**src/rtl/ipv4_arp_pkg.sv**
```systemverilog
// -----------------------------------------------------------------------------
// ipv4_arp_pkg
// Shared definitions for the IPv4 next-hop to Ethernet address lookup table:
// FSM state encoding and the default table geometry used by the ipv4 LUT
// blocks. No ports; imported with `import ipv4_arp_pkg::*;`.
// -----------------------------------------------------------------------------
package ipv4_arp_pkg;

    localparam int ARP_ROWS_DEF      = 32;
    localparam int ARP_MAC_WIDTH_DEF = 48;

    typedef enum logic [1:0] {
        ST_IDLE  = 2'd0,
        ST_SCAN  = 2'd1,
        ST_DONE  = 2'd2,
        ST_CLEAR = 2'd3
    } arp_state_e;

    // Absolute row index of entry `off` inside chunk `k`.
    function automatic int chunk_row(input int k, input int off, input int chunk);
        return (k * chunk) + off;
    endfunction

endpackage

```
**src/rtl/ipv4_arp_chunk_match.sv**
```systemverilog
// -----------------------------------------------------------------------------
// ipv4_arp_chunk_match
// Combinational comparison of one chunk of table entries against the lookup
// address. An entry matches only when its valid bit is set and its address
// equals daddr_i; the lowest matching offset is reported.
// Ports:
//   daddr_i  - address being looked up
//   addr_i   - CHUNK stored IPv4 addresses
//   valid_i  - CHUNK entry valid bits
//   hit_o    - at least one entry matched
//   off_o    - offset of the lowest-index match (0 when no hit)
// -----------------------------------------------------------------------------
module ipv4_arp_chunk_match #(
    parameter int CHUNK    = 8,
    parameter int OFF_BITS = 3
) (
    input  logic [31:0]            daddr_i,
    input  logic [CHUNK-1:0][31:0] addr_i,
    input  logic [CHUNK-1:0]       valid_i,
    output logic                   hit_o,
    output logic [OFF_BITS-1:0]    off_o
);

    logic [CHUNK-1:0] match_s;

    // Per-entry match vector.
    always_comb begin
        match_s = '0;
        for (int i = 0; i < CHUNK; i++) begin
            match_s[i] = valid_i[i] && (addr_i[i] == daddr_i);
        end
    end

    // Walk from the top down so the lowest matching offset is written last and wins.
    always_comb begin
        off_o = '0;
        for (int i = CHUNK - 1; i >= 0; i--) begin
            off_o = match_s[i] ? OFF_BITS'(i) : off_o;
        end
    end

    assign hit_o = |match_s;

endmodule

```
**src/rtl/ipv4_arp_cam.sv**
```systemverilog
// -----------------------------------------------------------------------------
// ipv4_arp_cam
// IPv4 next-hop to Ethernet address lookup table. Lookups scan the table one
// chunk per cycle and stop at the first hit; results are held until accepted.
// A management port reads/writes single rows and a bulk clear invalidates
// every row. Hit/miss counters saturate at all-ones.
// Ports:
//   clk, resetn                         - clock, synchronous active-low reset
//   i_lkup_daddr/valid, o_lkup_ready    - lookup request handshake
//   o_res_valid/i_res_ready             - result handshake
//   o_res_found/eth_addr/row            - registered lookup result
//   i_rd_req/addr, o_rd_ack, o_rd_*     - management read, registered data
//   i_wr_req/addr/data, o_wr_ack        - management write (stalls in SCAN/CLEAR)
//   i_clear, o_clear_busy               - bulk invalidate
//   o_hit_cnt, o_miss_cnt               - saturating statistics
// -----------------------------------------------------------------------------
module ipv4_arp_cam
    import ipv4_arp_pkg::*;
#(
    parameter int ROWS      = ARP_ROWS_DEF,
    parameter int ROW_BITS  = 5,
    parameter int CHUNK     = 8,
    parameter int MAC_WIDTH = ARP_MAC_WIDTH_DEF
) (
    input  logic                 clk,
    input  logic                 resetn,
    input  logic [31:0]          i_lkup_daddr,
    input  logic                 i_lkup_valid,
    output logic                 o_lkup_ready,
    output logic                 o_res_valid,
    input  logic                 i_res_ready,
    output logic                 o_res_found,
    output logic [MAC_WIDTH-1:0] o_res_eth_addr,
    output logic [ROW_BITS-1:0]  o_res_row,
    input  logic                 i_rd_req,
    input  logic [ROW_BITS-1:0]  i_rd_addr,
    output logic                 o_rd_ack,
    output logic [31:0]          o_rd_ipv4_addr,
    output logic [MAC_WIDTH-1:0] o_rd_eth_addr,
    output logic                 o_rd_entry_valid,
    input  logic                 i_wr_req,
    input  logic [ROW_BITS-1:0]  i_wr_addr,
    input  logic [31:0]          i_wr_ipv4_addr,
    input  logic [63:0]          i_wr_eth_addr,
    input  logic                 i_wr_entry_valid,
    output logic                 o_wr_ack,
    input  logic                 i_clear,
    output logic                 o_clear_busy,
    output logic [31:0]          o_hit_cnt,
    output logic [31:0]          o_miss_cnt
);

    localparam int K_ROWS   = ROWS / CHUNK;
    localparam int K_BITS   = (K_ROWS > 1) ? $clog2(K_ROWS) : 1;
    localparam int OFF_BITS = (CHUNK > 1) ? $clog2(CHUNK) : 1;
    localparam logic [K_BITS-1:0] K_LAST = K_BITS'(K_ROWS - 1);

    arp_state_e            state_q, state_d;
    logic [K_BITS-1:0]     k_q, k_d;
    logic [31:0]           daddr_q, daddr_d;
    logic                  res_found_q, res_found_d;
    logic [MAC_WIDTH-1:0]  res_eth_q, res_eth_d;
    logic [ROW_BITS-1:0]   res_row_q, res_row_d;
    logic [31:0]           hit_cnt_q, hit_cnt_d;
    logic [31:0]           miss_cnt_q, miss_cnt_d;
    logic                  clear_pend_q, clear_pend_d;

    logic [31:0]           ip_mem_q  [ROWS];
    logic [MAC_WIDTH-1:0]  mac_mem_q [ROWS];
    logic [ROWS-1:0]       valid_q;

    logic                  rd_ack_q;
    logic [31:0]           rd_ip_q;
    logic [MAC_WIDTH-1:0]  rd_eth_q;
    logic                  rd_valid_q;
    logic                  wr_ack_q;

    logic [CHUNK-1:0][31:0] chunk_addr_s;
    logic [CHUNK-1:0]       chunk_valid_s;
    logic                   chunk_hit_s;
    logic [OFF_BITS-1:0]    chunk_off_s;
    logic [ROW_BITS-1:0]    hit_row_s;
    logic                   wr_accept_s;
    logic                   clr_chunk_s;
    logic [ROWS-1:0]        clr_mask_s;

    if (MAC_WIDTH < 64) begin : g_wr_eth_unused
        logic unused_wr_eth_s;
        assign unused_wr_eth_s = ^i_wr_eth_addr[63:MAC_WIDTH];
    end

    // Writes only land in IDLE/DONE so a scan never sees a half-updated table.
    // A concurrent read goes first; the held ack blocks a second write of the same request.
    assign wr_accept_s = i_wr_req && !i_rd_req && !wr_ack_q &&
                         ((state_q == ST_IDLE) || (state_q == ST_DONE));
    assign clr_chunk_s = (state_q == ST_CLEAR);
    assign hit_row_s   = ROW_BITS'(chunk_row(int'(k_q), int'(chunk_off_s), CHUNK));

    // Gather the entries of the chunk currently being scanned.
    always_comb begin
        chunk_addr_s  = '0;
        chunk_valid_s = '0;
        for (int i = 0; i < CHUNK; i++) begin
            chunk_addr_s[i]  = ip_mem_q[ROW_BITS'(chunk_row(int'(k_q), i, CHUNK))];
            chunk_valid_s[i] = valid_q[ROW_BITS'(chunk_row(int'(k_q), i, CHUNK))];
        end
    end

    ipv4_arp_chunk_match #(
        .CHUNK    (CHUNK),
        .OFF_BITS (OFF_BITS)
    ) u_match (
        .daddr_i (daddr_q),
        .addr_i  (chunk_addr_s),
        .valid_i (chunk_valid_s),
        .hit_o   (chunk_hit_s),
        .off_o   (chunk_off_s)
    );

    // Rows of chunk k to invalidate during a bulk clear.
    always_comb begin
        clr_mask_s = '0;
        for (int i = 0; i < ROWS; i++) begin
            clr_mask_s[i] = clr_chunk_s && (K_BITS'(i / CHUNK) == k_q);
        end
    end

    // FSM next state, result capture and counter update.
    always_comb begin
        state_d      = state_q;
        k_d          = k_q;
        daddr_d      = daddr_q;
        res_found_d  = res_found_q;
        res_eth_d    = res_eth_q;
        res_row_d    = res_row_q;
        hit_cnt_d    = hit_cnt_q;
        miss_cnt_d   = miss_cnt_q;
        // A clear arriving outside IDLE is remembered until the FSM gets back there.
        clear_pend_d = clear_pend_q | (i_clear && (state_q != ST_IDLE));
        case (state_q)
            ST_IDLE: begin
                if (i_clear || clear_pend_q) begin
                    state_d      = ST_CLEAR;
                    k_d          = '0;
                    clear_pend_d = 1'b0;
                end else if (i_lkup_valid) begin
                    state_d = ST_SCAN;
                    k_d     = '0;
                    daddr_d = i_lkup_daddr;
                end else begin
                    state_d = ST_IDLE;
                end
            end
            ST_SCAN: begin
                if (chunk_hit_s) begin
                    state_d     = ST_DONE;
                    res_found_d = 1'b1;
                    res_eth_d   = mac_mem_q[hit_row_s];
                    res_row_d   = hit_row_s;
                end else if (k_q == K_LAST) begin
                    state_d     = ST_DONE;
                    res_found_d = 1'b0;
                    res_eth_d   = '0;
                    res_row_d   = '0;
                end else begin
                    k_d = k_q + K_BITS'(1);
                end
            end
            ST_DONE: begin
                if (i_res_ready) begin
                    state_d = ST_IDLE;
                    if (res_found_q) begin
                        hit_cnt_d = (hit_cnt_q == 32'hFFFF_FFFF) ? hit_cnt_q : hit_cnt_q + 32'd1;
                    end else begin
                        miss_cnt_d = (miss_cnt_q == 32'hFFFF_FFFF) ? miss_cnt_q : miss_cnt_q + 32'd1;
                    end
                end else begin
                    state_d = ST_DONE;
                end
            end
            ST_CLEAR: begin
                if (k_q == K_LAST) begin
                    state_d = ST_IDLE;
                    k_d     = '0;
                end else begin
                    k_d = k_q + K_BITS'(1);
                end
            end
            default: begin
                state_d = ST_IDLE;
                k_d     = '0;
            end
        endcase
    end

    // FSM, result and counter registers.
    always_ff @(posedge clk) begin
        if (!resetn) begin
            state_q      <= ST_IDLE;
            k_q          <= '0;
            daddr_q      <= 32'd0;
            res_found_q  <= 1'b0;
            res_eth_q    <= '0;
            res_row_q    <= '0;
            hit_cnt_q    <= 32'd0;
            miss_cnt_q   <= 32'd0;
            clear_pend_q <= 1'b0;
        end else begin
            state_q      <= state_d;
            k_q          <= k_d;
            daddr_q      <= daddr_d;
            res_found_q  <= res_found_d;
            res_eth_q    <= res_eth_d;
            res_row_q    <= res_row_d;
            hit_cnt_q    <= hit_cnt_d;
            miss_cnt_q   <= miss_cnt_d;
            clear_pend_q <= clear_pend_d;
        end
    end

    // Address/MAC storage; deliberately not reset, the valid bits gate it.
    always_ff @(posedge clk) begin
        if (wr_accept_s) begin
            ip_mem_q[i_wr_addr]  <= i_wr_ipv4_addr;
            mac_mem_q[i_wr_addr] <= i_wr_eth_addr[MAC_WIDTH-1:0];
        end
    end

    // Entry valid bits: bulk clear by chunk, or single-row write.
    always_ff @(posedge clk) begin
        if (!resetn) begin
            valid_q <= '0;
        end else if (clr_chunk_s) begin
            valid_q <= valid_q & ~clr_mask_s;
        end else if (wr_accept_s) begin
            valid_q[i_wr_addr] <= i_wr_entry_valid;
        end else begin
            valid_q <= valid_q;
        end
    end

    // Management read data and the read/write acknowledge pulses.
    always_ff @(posedge clk) begin
        if (!resetn) begin
            rd_ack_q   <= 1'b0;
            rd_ip_q    <= 32'd0;
            rd_eth_q   <= '0;
            rd_valid_q <= 1'b0;
            wr_ack_q   <= 1'b0;
        end else begin
            rd_ack_q <= i_rd_req;
            wr_ack_q <= wr_accept_s;
            if (i_rd_req) begin
                rd_ip_q    <= ip_mem_q[i_rd_addr];
                rd_eth_q   <= mac_mem_q[i_rd_addr];
                rd_valid_q <= valid_q[i_rd_addr];
            end
        end
    end

    assign o_lkup_ready     = (state_q == ST_IDLE) && !i_clear && !clear_pend_q;
    assign o_res_valid      = (state_q == ST_DONE);
    assign o_res_found      = res_found_q;
    assign o_res_eth_addr   = res_eth_q;
    assign o_res_row        = res_row_q;
    assign o_rd_ack         = rd_ack_q;
    assign o_rd_ipv4_addr   = rd_ip_q;
    assign o_rd_eth_addr    = rd_eth_q;
    assign o_rd_entry_valid = rd_valid_q;
    assign o_wr_ack         = wr_ack_q;
    assign o_clear_busy     = (state_q == ST_CLEAR);
    assign o_hit_cnt        = hit_cnt_q;
    assign o_miss_cnt       = miss_cnt_q;

endmodule
```
**config.mk**
```make
export PLATFORM = sky130hd
export DESIGN_NAME = ipv4_arp_cam
export DESIGN_NICKNAME = d
export VERILOG_FILES = /design/src/rtl/ipv4_arp_pkg.sv /design/src/rtl/ipv4_arp_chunk_match.sv /design/src/rtl/ipv4_arp_cam.sv
export SDC_FILE = /design/constraint.sdc
export NUM_CORES = 2
export LEC_CHECK = 0
export CAP_MARGIN = 5
export CORE_ASPECT_RATIO = 0.5
export CORE_MARGIN = 1.5
export CORE_UTILIZATION = 35
export DETAILED_ROUTE_END_ITERATION = 8
export DONT_BUFFER_PORTS = 1
export SLEW_MARGIN = 20
export SYNTH_ARGS = -nofsm -noshare
export SYNTH_HDL_FRONTEND = slang
export SYNTH_SLANG_ARGS = --single-unit
```
**constraint.sdc**
```tcl
create_clock -name clk -period 14.5 [get_ports clk]
set_input_delay 2.175 -clock clk [delete_from_list [all_inputs] [get_ports clk]]
set_output_delay 2.175 -clock clk [all_outputs]
set_load 0.02 [all_outputs]
```
==> flow_summary.ini <==
[routing]
drc = 0
vias_per_cell = 6.29
drt.antenna.violating_nets = 0
post_drt_wl_per_cell_um = 37.1
wl_um = 483000
drt_pass1_iterations = 6
num_vias = 81850
initialDrtViolationCount = 11880

[floorplan]
start_util_pct = 35.3
core_um2 = 376000
dieArea_um2 = 383000
fp.dieH_um = 438
io_pins = 350
row_count = 159
fp.dieW_um = 874

[power_and_ir_drop]
report.power.total_mw = 17.6
combPwrFrac_pct = 6.2
p_sw_mw = 3.93
p_int_mw = 13.7
seqPwrFrac_pct = 51.3
pwr-share-clk_pct = 42.5
vdd_drop_max_mv = 0.0897
power_density_nw_per_um2 = 119
p_leak_nw = 46.0
switching_share_pct = 22.4

[critical_path]
reg2regPathDepth = 17
critical_path_class = register to register
r2r_setup_slack_ps = 5020
required_ps = 15230
cp.arrival_ps = 10210
timing.rr.end = o_res_eth_addr[7]$_SDFFE_PN0P_
timing.rr.start = k_q[0]$_SDFFE_PN0P_
end_kind = register
cp-start-kind = register
critPathMaxFanout = 40

[clock_network]
clock-sinks = 2832
root_buffer = clkbuf_16
cts_buffer_depth = 4
path_clk_slew_ps = 60
cts.repair.resized = 0
post-cts-setup-buffers = 0
clk_latency_ps = 900
htreeDepth = 5
cts_tree = yes
hold_buffers = 0
cts_buffers = 291

[finish]
layout.nets = 7859
drive_above_1_share_pct = 25.6
area_delta_synth_final_pct = 11.3
fin_cells = 13005

[synthesis]
yosys.area.top_type = edfxtp_1
syn-cell-area_um2 = 133000
ys.warnings.count = 0
synth_seq_cells = 2832
synth-async-reset-ratio_pct = 0
synth_edf_count = 2560
ys_top_cells_by_area = edfxtp_1 58%, mux4_2 17%, dfxtp_1 4.1%
synth_top_area_share_pct = 57.9
syn_area_per_cell_um2 = 17.0
synth_nets = 7977
synth_ff_type = edfxtp_1
synth_cell_types = 93
ys_seq_area_share_pct = 62.0
syn_inst = 7825

[min_path]
min_from = valid_q[18]$_SDFFE_PN0P_
min_to = valid_q[18]$_SDFFE_PN0P_
hp-class = register to register
whs_path_depth = 2

[place]
port_buffers = 0
placed_cells = 12473
hpwl_um = 275000
routabilityCongestion = 0.991

[outcome]
status = finished clean

[sta]
setup_viol = 0
hold_ws_ps = 489
worstMarginPinSlew_ps = 1340
rsz0062_at_grt = no
timing.final.crit_share_pct = 65.4
slew_viol_final = 0
skew_ps = 65.3
finalHoldViolCount = 0
final.setup.tns_ps = 0
slew_headroom_pct = 10.9
period_minus_slack_ps = 9480
clock.fmax_ghz = 0.105

[global_route]
grt_usage_pct = 24.4
grt_pass1_vias = 79375
grt_max_degree = 649
antenna_found_initial = 8
grt_overflow = 0
grt_pass1_wl_um = 659000

[flow_run]
cap_violations = 0
cell usage in the layout, fill, tap and decap left out, types with 35 or more instances in the layout:
cell       instances
a211oi_1         122
a21boi_0          94
a21oi_1          166
a31o_2            46
and2_1            82
buf_4            164
clkbuf_1          78
clkbuf_16        303
clkinv_1          37
clkinv_2          36
dfxtp_1          268
edfxtp_1        2560
mux2_2           271
mux2i_1          457
mux4_2          1011
nand2_1          347
nand3_1           72
nand4_1           91
nor2_1           280
nor2_4            36
o211a_1           83
o21ai_0          168
o21ai_1           41
o221ai_1          54
o22ai_1           54
xnor2_1          260
xor2_1            35
worst max-delay path: stages, from the launching register on:
cell and delay (ps):
dfxtp_4 680, buf_4 620, buf_4 550, mux2i_1 890, o221ai_1 250, mux2_2 360, nor4_1 420, or4b_1 560
o31ai_1 810, a21oi_1 330, o21ai_4 690, and2_4 570, buf_4 640, buf_4 650, mux2_2 420, o21ai_0 250
o21a_1 150, o211ai_1 80
per-layer routing:
layer	part of all wire [%]	global-route usage (%)	routed length, um
met5	0	0	0
met4	5.6	11.6	27200
met3	11	5.00	51100
met2	46	38.2	220000
met1	38	32.9	184000
power groups by stage:
| stage | Combinational [mW] | Clock (mW) | Sequential [mW] |
|---|---|---|---|
| finish | 1.10 | 7.48 | 9.02 |
| global route | 1.12 | 7.85 | 9.02 |
| CTS | 0.973 | 7.55 | 9.02 |
| detailed placement | 0.969 | 0 | 9.20 |
| global placement | 0.969 | 0 | 9.20 |
| floorplan | 0.769 | 0 | 9.16 |
worst max path at each step:
stage,from,endpoint,slack (ps),cells after the start
2_1_floorplan,i_rd_req,valid_q[24]$_SDFFE_PN0P_,7140,6
3_3_place_gp,k_q[0]$_SDFFE_PN0P_,o_res_eth_addr[7]$_SDFFE_PN0P_,5470,17
3_5_place_dp,k_q[0]$_SDFFE_PN0P_,o_res_eth_addr[7]$_SDFFE_PN0P_,5470,17
4_1_cts,k_q[0]$_SDFFE_PN0P_,o_res_eth_addr[7]$_SDFFE_PN0P_,5410,17
5_1_grt,k_q[0]$_SDFFE_PN0P_,o_res_eth_addr[7]$_SDFFE_PN0P_,4720,17
6_report,k_q[0]$_SDFFE_PN0P_,o_res_eth_addr[7]$_SDFFE_PN0P_,5020,17
cell type report:
| type | count | area [um2] |
|---|---|---|
| timing repair buffer | 188 | 1800 |
| clock buffer | 401 | 8150 |
| fill | 34131 | 229000 |
| sequential | 2832 | 82300 |
| multi-input combinational | 4367 | 47900 |
| tap | 5071 | 6340 |
| inverter | 27 | 101 |
| clock inverter | 113 | 1060 |
| antenna | 6 | 15.0 |
Yosys cell counts (all sizes together) (22+ instances only):
master / instances
buf: 266
o211a: 83
nand2: 352
nor3: 25
clkbuf: 333
nor2b: 26
a221oi: 29
a31o: 46
o211ai: 28
mux2: 300
a31oi: 26
a211o: 22
a21oi: 167
o21a: 29
nand3: 74
dfxtp: 272
a211oi: 122
and2: 84
o32ai: 26
inv: 24
mux4: 1019
o221ai: 54
o31a: 23
and3: 35
nor2: 316
a21o: 23
edfxtp: 2560
a21boi: 94
o22ai: 54
nand4: 91
o221a: 25
o21ai: 211
xor2: 35
mux2i: 458
or3: 22
a221o: 22
xnor2: 260
flip-flops by register name, indices dropped and copies added (netlist names), 2 cells and up, named ones only:
signal,flops
mac_mem_q,1536
daddr_q,32
valid_q,32
state_q,2
o_res_row,5
ip_mem_q,1024
o_res_eth_addr,48
o_miss_cnt,32
o_hit_cnt,32
o_rd_ipv4_addr,32
k_q,2
o_rd_eth_addr,48
kinds of logic (layout without fill, tap and decap cells):
| group | Yosys count | after routing | synth area share, % |
|---|---|---|---|
| buf+inv | 626 | 729 | 2.22 |
| mux | 1777 | 1777 | 23.3 |
| flops | 2832 | 2832 | 62.0 |
| fa+ha+maj | 6 | 6 | 0.0566 |
| compound gates | 1154 | 1154 | 6.28 |
| xor+xnor | 295 | 295 | 1.95 |
| simple gates | 1135 | 1135 | 4.14 |
| other cells | 0 | 6 | 0 |
metrics by stage:
stage | area, um2 | setup WS (ps) | util [%]
6_report | 148000 | 5020 | 39.2
5_1_grt | 148000 | 4720 | 39.2
4_1_cts | 147000 | 5410 | 39.1
3_5_place_dp | 138000 | 5470 | 36.7
3_3_place_gp | 138000 | 5470 | 36.7
2_1_floorplan | 133000 | 7140 | -
Power figures use the tool's default switching activity.
